**src/rtl/serial_key_matcher_pkg.sv**
```systemverilog
// serial_key_matcher_pkg: shared FSM states, default key table and width helpers
package serial_key_matcher_pkg;

    typedef enum logic [1:0] {RECV, CMP, DONE} state_t;

    // key i sits at bits [i*128 +: 128]
    localparam logic [4*128-1:0] DEFAULT_KEYS = {
        128'h8e73b0f7da0e6452c810f32b809079e5,
        128'h603deb1015ca71be2b73aef0857d7781,
        128'h2b7e151628aed2a6abf7158809cf4f3c,
        128'h000102030405060708090a0b0c0d0e0f
    };

    function automatic int clog2(input int n);
        int r;
        r = 0;
        while ((1 << r) < n) r++;
        return r;
    endfunction

    function automatic int idx_width(input int n);
        return clog2(n) < 1 ? 1 : clog2(n);
    endfunction

endpackage

```
**src/rtl/serial_key_matcher_if.sv**
```systemverilog
// serial_key_matcher_if: serial frame input and match result bundle
interface serial_key_matcher_if import serial_key_matcher_pkg::*; #(
    parameter int WIDTH    = 128,
    parameter int NUM_KEYS = 4
);
    localparam int IDX_W = idx_width(NUM_KEYS);

    logic             in_valid;
    logic             in_data;
    logic             end_of_sequence;
    logic             busy;
    logic             match_valid;
    logic             match;
    logic [IDX_W-1:0] match_idx;
    logic             len_err;
    logic [WIDTH-1:0] word;

    modport master (
        output in_valid, in_data, end_of_sequence,
        input  busy, match_valid, match, match_idx, len_err, word
    );

    modport slave (
        input  in_valid, in_data, end_of_sequence,
        output busy, match_valid, match, match_idx, len_err, word
    );
endinterface

```
**src/rtl/serial_key_matcher_bit_deserializer.sv**
```systemverilog
// serial_key_matcher_bit_deserializer: shift register with saturating bit count and sticky overrun
module serial_key_matcher_bit_deserializer import serial_key_matcher_pkg::*; #(
    parameter int WIDTH     = 128,
    parameter bit MSB_FIRST = 1'b1,
    localparam int CNT_W    = clog2(WIDTH + 1)
) (
    input  logic             clk,
    input  logic             rst_n,
    input  logic             clear,
    input  logic             enable,
    input  logic             data,
    output logic [WIDTH-1:0] word,
    output logic [CNT_W-1:0] count,
    output logic             overrun
);
    localparam logic [CNT_W-1:0] FULL = CNT_W'(WIDTH);

    // clear leaves word alone so the compared word stays visible until the next frame
    always_ff @(posedge clk or negedge rst_n) begin
        if (!rst_n) begin
            word    <= '0;
            count   <= '0;
            overrun <= 1'b0;
        end else if (clear) begin
            count   <= '0;
            overrun <= 1'b0;
        end else if (enable) begin
            if (count == FULL) begin
                overrun <= 1'b1;
            end else begin
                word  <= MSB_FIRST ? {word[WIDTH-2:0], data} : {data, word[WIDTH-1:1]};
                count <= count + 1'b1;
            end
        end
    end
endmodule

```
**src/rtl/serial_key_matcher.sv**
```systemverilog
// serial_key_matcher: deserialises a framed bit stream and searches a constant key table
module serial_key_matcher import serial_key_matcher_pkg::*; #(
    parameter int                        WIDTH     = 128,
    parameter int                        NUM_KEYS  = 4,
    parameter logic [WIDTH*NUM_KEYS-1:0] KEYS      = DEFAULT_KEYS,
    parameter bit                        MSB_FIRST = 1'b1
) (
    input  logic                 clk,
    input  logic                 rst_n,
    serial_key_matcher_if.slave  bus
);
    localparam int IDX_W = idx_width(NUM_KEYS);
    localparam int CNT_W = clog2(WIDTH + 1);
    localparam logic [IDX_W-1:0] LAST_IDX = IDX_W'(NUM_KEYS - 1);
    localparam logic [CNT_W-1:0] LAST_BIT = CNT_W'(WIDTH - 1);

    state_t           state;
    logic [IDX_W-1:0] idx;
    logic [CNT_W-1:0] count;
    logic             overrun;
    logic [WIDTH-1:0] word;
    logic             busy;
    logic             match_valid;
    logic             match;
    logic [IDX_W-1:0] match_idx;
    logic             len_err;
    logic             hit;

    assign hit = word == KEYS[idx*WIDTH +: WIDTH];

    serial_key_matcher_bit_deserializer #(
        .WIDTH     (WIDTH),
        .MSB_FIRST (MSB_FIRST)
    ) deser (
        .clk     (clk),
        .rst_n   (rst_n),
        .clear   (state == DONE),
        .enable  (bus.in_valid && state == RECV),
        .data    (bus.in_data),
        .word    (word),
        .count   (count),
        .overrun (overrun)
    );

    always_ff @(posedge clk or negedge rst_n) begin
        if (!rst_n) begin
            state       <= RECV;
            idx         <= '0;
            busy        <= 1'b0;
            match_valid <= 1'b0;
            match       <= 1'b0;
            match_idx   <= '0;
            len_err     <= 1'b0;
        end else begin
            case (state)
                RECV: if (bus.in_valid && bus.end_of_sequence) begin
                    busy <= 1'b1;
                    // the final bit is still being shifted in, so a full frame shows WIDTH-1 here
                    if (count == LAST_BIT && !overrun) begin
                        state <= CMP;
                        idx   <= '0;
                    end else begin
                        state       <= DONE;
                        match_valid <= 1'b1;
                        match       <= 1'b0;
                        match_idx   <= '0;
                        len_err     <= 1'b1;
                    end
                end
                CMP: if (hit || idx == LAST_IDX) begin
                    state       <= DONE;
                    match_valid <= 1'b1;
                    match       <= hit;
                    match_idx   <= hit ? idx : '0;
                    len_err     <= 1'b0;
                end else begin
                    idx <= idx + 1'b1;
                end
                DONE: begin
                    state       <= RECV;
                    match_valid <= 1'b0;
                    busy        <= 1'b0;
                    idx         <= '0;
                end
                default: state <= RECV;
            endcase
        end
    end

    assign bus.busy        = busy;
    assign bus.match_valid = match_valid;
    assign bus.match       = match;
    assign bus.match_idx   = match_idx;
    assign bus.len_err     = len_err;
    assign bus.word        = word;
endmodule
```
**src/flat_wrapper.sv**
```systemverilog
// flat-port wrapper written by rule: the top's interface ports become plain ports
module serial_key_matcher_flat import serial_key_matcher_pkg::*;
#(
    parameter int                        WIDTH     = 128,
    parameter int                        NUM_KEYS  = 4,
    parameter logic [WIDTH*NUM_KEYS-1:0] KEYS      = DEFAULT_KEYS,
    parameter bit                        MSB_FIRST = 1'b1
)
  (clk, rst_n, bus_in_valid, bus_in_data, bus_end_of_sequence, bus_busy, bus_match_valid, bus_match, bus_match_idx, bus_len_err, bus_word);
  serial_key_matcher_if #(.WIDTH(WIDTH), .NUM_KEYS(NUM_KEYS)) bus_i ();
  input  logic clk;
  input  logic rst_n;
  input wire logic [$bits(bus_i.in_valid)-1:0] bus_in_valid;
  input wire logic [$bits(bus_i.in_data)-1:0] bus_in_data;
  input wire logic [$bits(bus_i.end_of_sequence)-1:0] bus_end_of_sequence;
  output wire logic [$bits(bus_i.busy)-1:0] bus_busy;
  output wire logic [$bits(bus_i.match_valid)-1:0] bus_match_valid;
  output wire logic [$bits(bus_i.match)-1:0] bus_match;
  output wire logic [$bits(bus_i.match_idx)-1:0] bus_match_idx;
  output wire logic [$bits(bus_i.len_err)-1:0] bus_len_err;
  output wire logic [$bits(bus_i.word)-1:0] bus_word;
  assign bus_i.in_valid = bus_in_valid;
  assign bus_i.in_data = bus_in_data;
  assign bus_i.end_of_sequence = bus_end_of_sequence;
  assign bus_busy = bus_i.busy;
  assign bus_match_valid = bus_i.match_valid;
  assign bus_match = bus_i.match;
  assign bus_match_idx = bus_i.match_idx;
  assign bus_len_err = bus_i.len_err;
  assign bus_word = bus_i.word;
  serial_key_matcher #(.WIDTH(WIDTH), .NUM_KEYS(NUM_KEYS), .KEYS(KEYS), .MSB_FIRST(MSB_FIRST)) u_core (.clk(clk), .rst_n(rst_n), .bus(bus_i));
endmodule
```
**config.mk**
```make
export PLATFORM = sky130hd
export DESIGN_NAME = serial_key_matcher_flat
export DESIGN_NICKNAME = d
export VERILOG_FILES = /design/src/rtl/serial_key_matcher_pkg.sv /design/src/rtl/serial_key_matcher_if.sv /design/src/rtl/serial_key_matcher_bit_deserializer.sv /design/src/rtl/serial_key_matcher.sv /design/src/flat_wrapper.sv
export SDC_FILE = /design/constraint.sdc
export NUM_CORES = 1
export LEC_CHECK = 0
export CAP_MARGIN = 20
export CELL_PAD_IN_SITES_DETAIL_PLACEMENT = 1
export CELL_PAD_IN_SITES_GLOBAL_PLACEMENT = 1
export CORE_ASPECT_RATIO = 0.9
export CORE_MARGIN = 10
export CORE_UTILIZATION = 37
export CTS_CLUSTER_SIZE = 40
export DETAILED_ROUTE_END_ITERATION = 16
export PLACE_DENSITY_LB_ADDON = 0.1
export SYNTH_ARGS = -nofsm -noshare
export SYNTH_HDL_FRONTEND = slang
export SYNTH_SLANG_ARGS = --single-unit
```
**constraint.sdc**
```tcl
create_clock -name clk -period 2.66 [get_ports clk]
set_input_delay 0.399 -clock clk [delete_from_list [all_inputs] [get_ports clk]]
set_output_delay 0.399 -clock clk [all_outputs]
set_load 0.005 [all_outputs]
```
* Word level (Yosys, flattened, before mapping)
Cells that the tools add are included.
Word-level totals: register bits after elaboration 147, bits of input ports 5
Cells by class: add/sub/neg operators 2, eq/ne operators 12, shifts and indexed selects 1, multiplexer cells 31, bitwise logic cells 2, reductions and logical operators 19
Operator list (count):
- indexed part select 512 x 10 -> 128 bit (first input constant) | 1
- equality test 128 bit | 1
- 2-to-1 mux 8 bit | 3
- 2-to-1 mux 2 bit | 10
- AND reduction 4 bit | 3
- 2-to-1 mux 1 bit | 11
- != test 2 bit (second input constant) | 5
- adder 8 x 1 -> 8 bit (second input constant) | 1
- equality test 8 x 7 -> 1 bit (second input constant) | 1
- equality test 8 bit (second input constant) | 1
- case mux 2 bit (2 select lines) | 2
- AND reduction 2 bit | 4
- nonzero test 2 bit | 4
- case mux 1 bit (2 select lines) | 3
- case mux 2 bit (3 select lines) | 1
- equality test 2 bit (second input constant) | 2
- logical AND 1 bit | 3
- case mux 1 bit (3 select lines) | 1
- AND reduction 3 bit | 1
- nonzero test 3 bit | 1
- adder 2 x 1 -> 2 bit (second input constant) | 1
- equality test 2 x 1 -> 1 bit (second input constant) | 1
- logical NOT 2 bit | 1
- != test 2 x 1 -> 1 bit (second input constant) | 1
- other kinds (3) | 4

* Longest topological paths before layout
Gate-level depths: netlist of run 1.
depth after elaboration 5, mapped depth 12

* Modules after synthesis
Synthesis of run 1 repeated with hierarchy kept, for this count alone.
Unflattened totals: cell total of the unflattened synthesis 542, area total of the unflattened synthesis 7732.4 sq um
By module, submodules not included:
- serial_key_matcher_bit_deserializer | times used 1, cells an instance 320, area an instance 5865.6 sq um, sequential area each 3428.3 sq um
- serial_key_matcher | times used 1, cells an instance 222, area an instance 1866.8 sq um, sequential area each 250.2 sq um

* Worst setup path before layout of run 1
OpenSTA, ideal clock, no wires.
kind register to register, from register u_core.idx[0], to register u_core.match_idx[1], in the netlist u_core.bus.match_idx[1], setup time 0.121 ns, data arrival time 2.590 ns, data required time 2.539 ns, slack -0.051 ns, cell stages (with the launch flop) 12, buffers on the path 2, cells stage by stage dfrtp_1 buf_6 inv_1 ha_1 nor4_1 o21ai_1 or4_1 nor4_1 and4_1 buf_4 o21bai_2 a22o_1
On the way: word-level cells in the longest chain between the ends 5, elaborated cells on any way between the ends 9
RTL lines:
- start: declaration | line serial_key_matcher.sv:18 | logic [IDX_W-1:0] idx;
- start signal: assignment | line serial_key_matcher.sv:77 | idx <= idx + 1'b1;
- indexed part select 512 x 10 -> 128 bit | line serial_key_matcher.sv:29 | assign hit = word == KEYS[idx*WIDTH +: WIDTH];
- equality test 128 bit | line serial_key_matcher.sv:29
- 2-to-1 mux 2 bit or logical OR 1 bit (tied branches) | line serial_key_matcher.sv:74, serial_key_matcher.sv:70
- 2-to-1 mux 2 bit or != test 2 x 1 -> 1 bit (tied branches)
- case mux 2 bit (2 select lines) or AND reduction 4 bit (tied branches)
- end signal: assignment | line serial_key_matcher.sv:74 | match_idx <= hit ? idx : '0;
- end: declaration | line serial_key_matcher.sv:25 | logic [IDX_W-1:0] match_idx;
Parallel ways exist; a longest one is shown, timed or not. The select of a mux whose other input is x is not followed. A chain may end at the register's enable or synchronous reset.

* Final worst setup path of run 1
from register u_core.idx[1], to register u_core.match_idx[1], in the netlist u_core.bus.match_idx[1]
The elaborated chain is that of the path after synthesis.

==> results of run 1 <==
## worst min-delay path by stage
stage / slack, ns / depth (start not counted) / to
after floorplan: 0.10 / 0 / u_core.bus.busy
after global placement: 0.41 / 1 / u_core.bus.busy
after detailed placement: 0.42 / 1 / u_core.bus.busy
after CTS: 0.50 / 2 / u_core.bus.busy
after global routing: 0.52 / 2 / u_core.bus.busy
final: 0.48 / 2 / u_core.bus.busy
## where the power goes
part	switching (mW)	total, mW	internal, mW
Combinational	0.724	1.89	1.16
Sequential	0.571	3.17	2.60
Clock	1.02	2.60	1.58
## cell usage in the layout (no fill, tap or decap), types with 4 or more instances in the layout
cell,count
dfrtp_1,146
bufinv_16,4
nand4b_1,6
a21oi_1,6
clkdlybuf4s50_1,137
nor4_2,4
mux2_2,120
buf_4,68
nand4_1,11
buf_6,7
nor4b_1,4
nor4_1,5
o31ai_1,4
clkbuf_16,17
nand3_1,8
nand2b_1,4
o22ai_1,6
inv_1,10
xor2_1,12
o21ai_0,19
nor2_1,25
nor3_1,11
nand2_1,23
and3_1,6
## worst register-to-register path, cell delays in order, from the launching register on
cell and delay (ns):
dfrtp_1 0.43, inv_2 0.09, ha_4 0.33, and4_1 0.19, o21ai_1 0.07, or4_4 0.54
nor4_2 0.28, and4_4 0.35, o21bai_4 0.09, a22o_1 0.21
## flip-flops by register name, indices dropped and copies added (netlist names)
name / cells
u_core.bus.match: 1
u_core.idx: 2
u_core.deser.word: 128
u_core.bus.match_idx: 2
u_core.bus.busy: 1
u_core.deser.count: 8
u_core.state: 2
u_core.bus.match_valid: 1
u_core.deser.overrun: 1
u_core.bus.len_err: 1
## synthesized netlist by cell type, drive strengths merged (4+ instances only)
| master | n |
|---|---|
| buf | 15 |
| a21oi | 7 |
| nor4 | 10 |
| nand4b | 6 |
| nand2 | 23 |
| nand3 | 8 |
| nor4b | 4 |
| mux2i | 4 |
| inv | 12 |
| xor2 | 12 |
| nand2b | 4 |
| ha | 6 |
| mux2 | 120 |
| nor3 | 12 |
| o21ai | 20 |
| o31ai | 4 |
| nand4 | 11 |
| and3 | 7 |
| nor2 | 26 |
| clkbuf | 11 |
| dfrtp | 147 |
| or4b | 4 |
| or4 | 5 |
| o22ai | 7 |
## what timing repair did
item	in CTS	in global routing
gates resized for setup	23	20
pin swaps	13	19
setup endpoints to repair	9	9
hold buffers	1	0
endpoints found under the hold margin	54	0
setup buffers	10	1
## through the flow
step,area (um^2),TNS (ns)
finish,9770,-0.0992
global route,9770,-0.896
CTS,9660,-0.0173
detailed placement,8840,-1.95
global placement,8840,-1.64
floorplan,6760,0
## logic make-up (layout without fill, tap and decap cells)
kind of cell	after synthesis	in the layout	synth area share, %
AOI/OAI and AO/OA	71	71	7.42
xor gates and xnor gates	13	13	1.69
buffers and inverters	38	260	2.65
adders and majority gates	6	6	1.11
DFF	147	147	54.5
and+or+nand+nor	140	140	12.0
muxes	124	124	20.6
## per-layer routing
layer / share of wire [%] / global-route usage (%) / wire (um)
met5: 0 / 0 / 0
met4: 1.5 / 5.36 / 382
met3: 6.8 / 6.68 / 1730
met2: 48 / 34.0 / 12100
met1: 44 / 27.5 / 11200
## area by class of cell
cell class	instances	area (um^2)	area share [%]
sequential	147	3680	37.7
multi-input combinational	354	3080	31.5
timing repair buffer	216	2030	20.8
clock buffer	18	429	4.39
tap	240	300	3.07
clock inverter	14	200	2.05
inverter	12	45.0	0.461
==> reports/qor.yml, run 1 <==
clock_tree:
  clk_pin_slew_worst_paths_ns: 0.06
  insertion_delay_ns: 0.44
  cts_tree: "built"
  htree_levels: 4
  cts-root-buf: "clkbuf_16"
  cts_sinks: 147
  clockBufferDepth: 2
  cts_buffers: 17
grt:
  grt_use_total_pct: 21.3
  grt_pass1_vias: 6008
  grt_pass1_wl_mm: 39.1
  grt-ovfl-total: 0
  grt_antenna_before_repair: 0
  grt_max_degree: 60
critical_path:
  worst-path-buf-inv: 1
  crit_cells: 9
  timing.rr.end: "u_core.bus.match_idx[1]"
  crit_family: "simple AND/OR/NAND/NOR gates"
  path_max_fanout: 7
  cp_slowest_stage_delay_ns: 0.54
  cp-end-kind: "flip-flop"
  crit_arrival_ns: 3.01
  crit_path_start: "u_core.idx[1]"
  crit_end: "u_core.bus.match_idx[1]"
  r2r_cells: 9
  critPathLaunchType: "flip-flop"
  crit_required_ns: 2.98
  r2r-start: "u_core.idx[1]"
  crit_type: "reg -> reg"
  crit_slowest_cell: "or4_4"
  crit_chain: "inv_2 > ha_4 > and4_1 > o21ai_1 > or4_4 > nor4_2 > and4_4 > o21bai_4 > a22o_1"
  r2r_slack_ns: -0.03
sta:
  finalCritPeriodShare_pct: 101
  slew_headroom_pct: 59.4
  finalMaxSlewViolations: 0
  finClkSkew_ns: 0.00848
  grt_setup_unrepaired: "yes"
  hold_slack_ns: 0.483
  hold_viol_final: 0
  fmax_mhz: 372
  min_period_ns: 2.69
  setup_viol: 5
  worstMarginPinSlew_ns: 0.609
  finalWorstSetupSlack_ns: -0.0310
synth:
  synthFlopType: "dfrtp_1"
  syn_nets: 550
  synthCells: 539
  netlist_area_mm2: 0.00675
  synth_top_cell_by_area: "dfrtp_1"
  ys_ff_latch: 147
  seq_area_frac_synth_pct: 54.5
  avgSynthCellArea_um2: 12.5
  synth_top_area_share_pct: 54.5
  synth-async-reset-ratio_pct: 100
  ys_warn_count: 0
  synth.distinct_cells: 62
  synth_area_leaders: "dfrtp_1, mux2_2, xor2_1"
  synth-edff-count: 0
power:
  leakagePower_nw: 4.42
  power_mw: 7.65
  p_per_area_mw_per_mm2: 784
  ir_drop_mv: 0.563
floorplan:
  start_util_pct: 37.9
  ios: 139
  rows: 46
  fp.dieArea_mm2: 0.0240
  chipHeight_um: 148
  die_w_um: 162
  core_area_mm2: 0.0178
drt:
  wl_mm: 25.5
  viasPerCell: 5.48
  ant_nets: 0
  drcViolationCount: 0
  dr.pass1.iters: 5
  drt-initial-drc-count: 354
  routedWlPerCell_um: 25.4
  vias: 5490
run_status:
  status: "finished, violations left"
  violations: "negative setup slack"
placed_design:
  hpwl_mm: 18.9
  pre_cts_slack_ns: -0.273
  dp.cells: 957
  gp_congestion: 0.881
  portBuffers: 138
final_layout:
  fin_nets: 759
  drive_gt1_share_pct: 34.8
  final_core_util_pct: 54.9
  synthToLayoutAreaGrowth_pct: 44.8
  antenna_cells: 0
  fin_cells: 1001
  nFillCells: 1799
job:
  cap_violations: 0
hold_path:
  hold_class: "in -> async"
(Power assumes the default switching activity.)
==> run 2, diff against run 1 <==
Settings changed: SKIP_LAST_GASP set to 1.
==> results of run 2 <==
Final layout, timing and power as in run 1 (identical DEF).
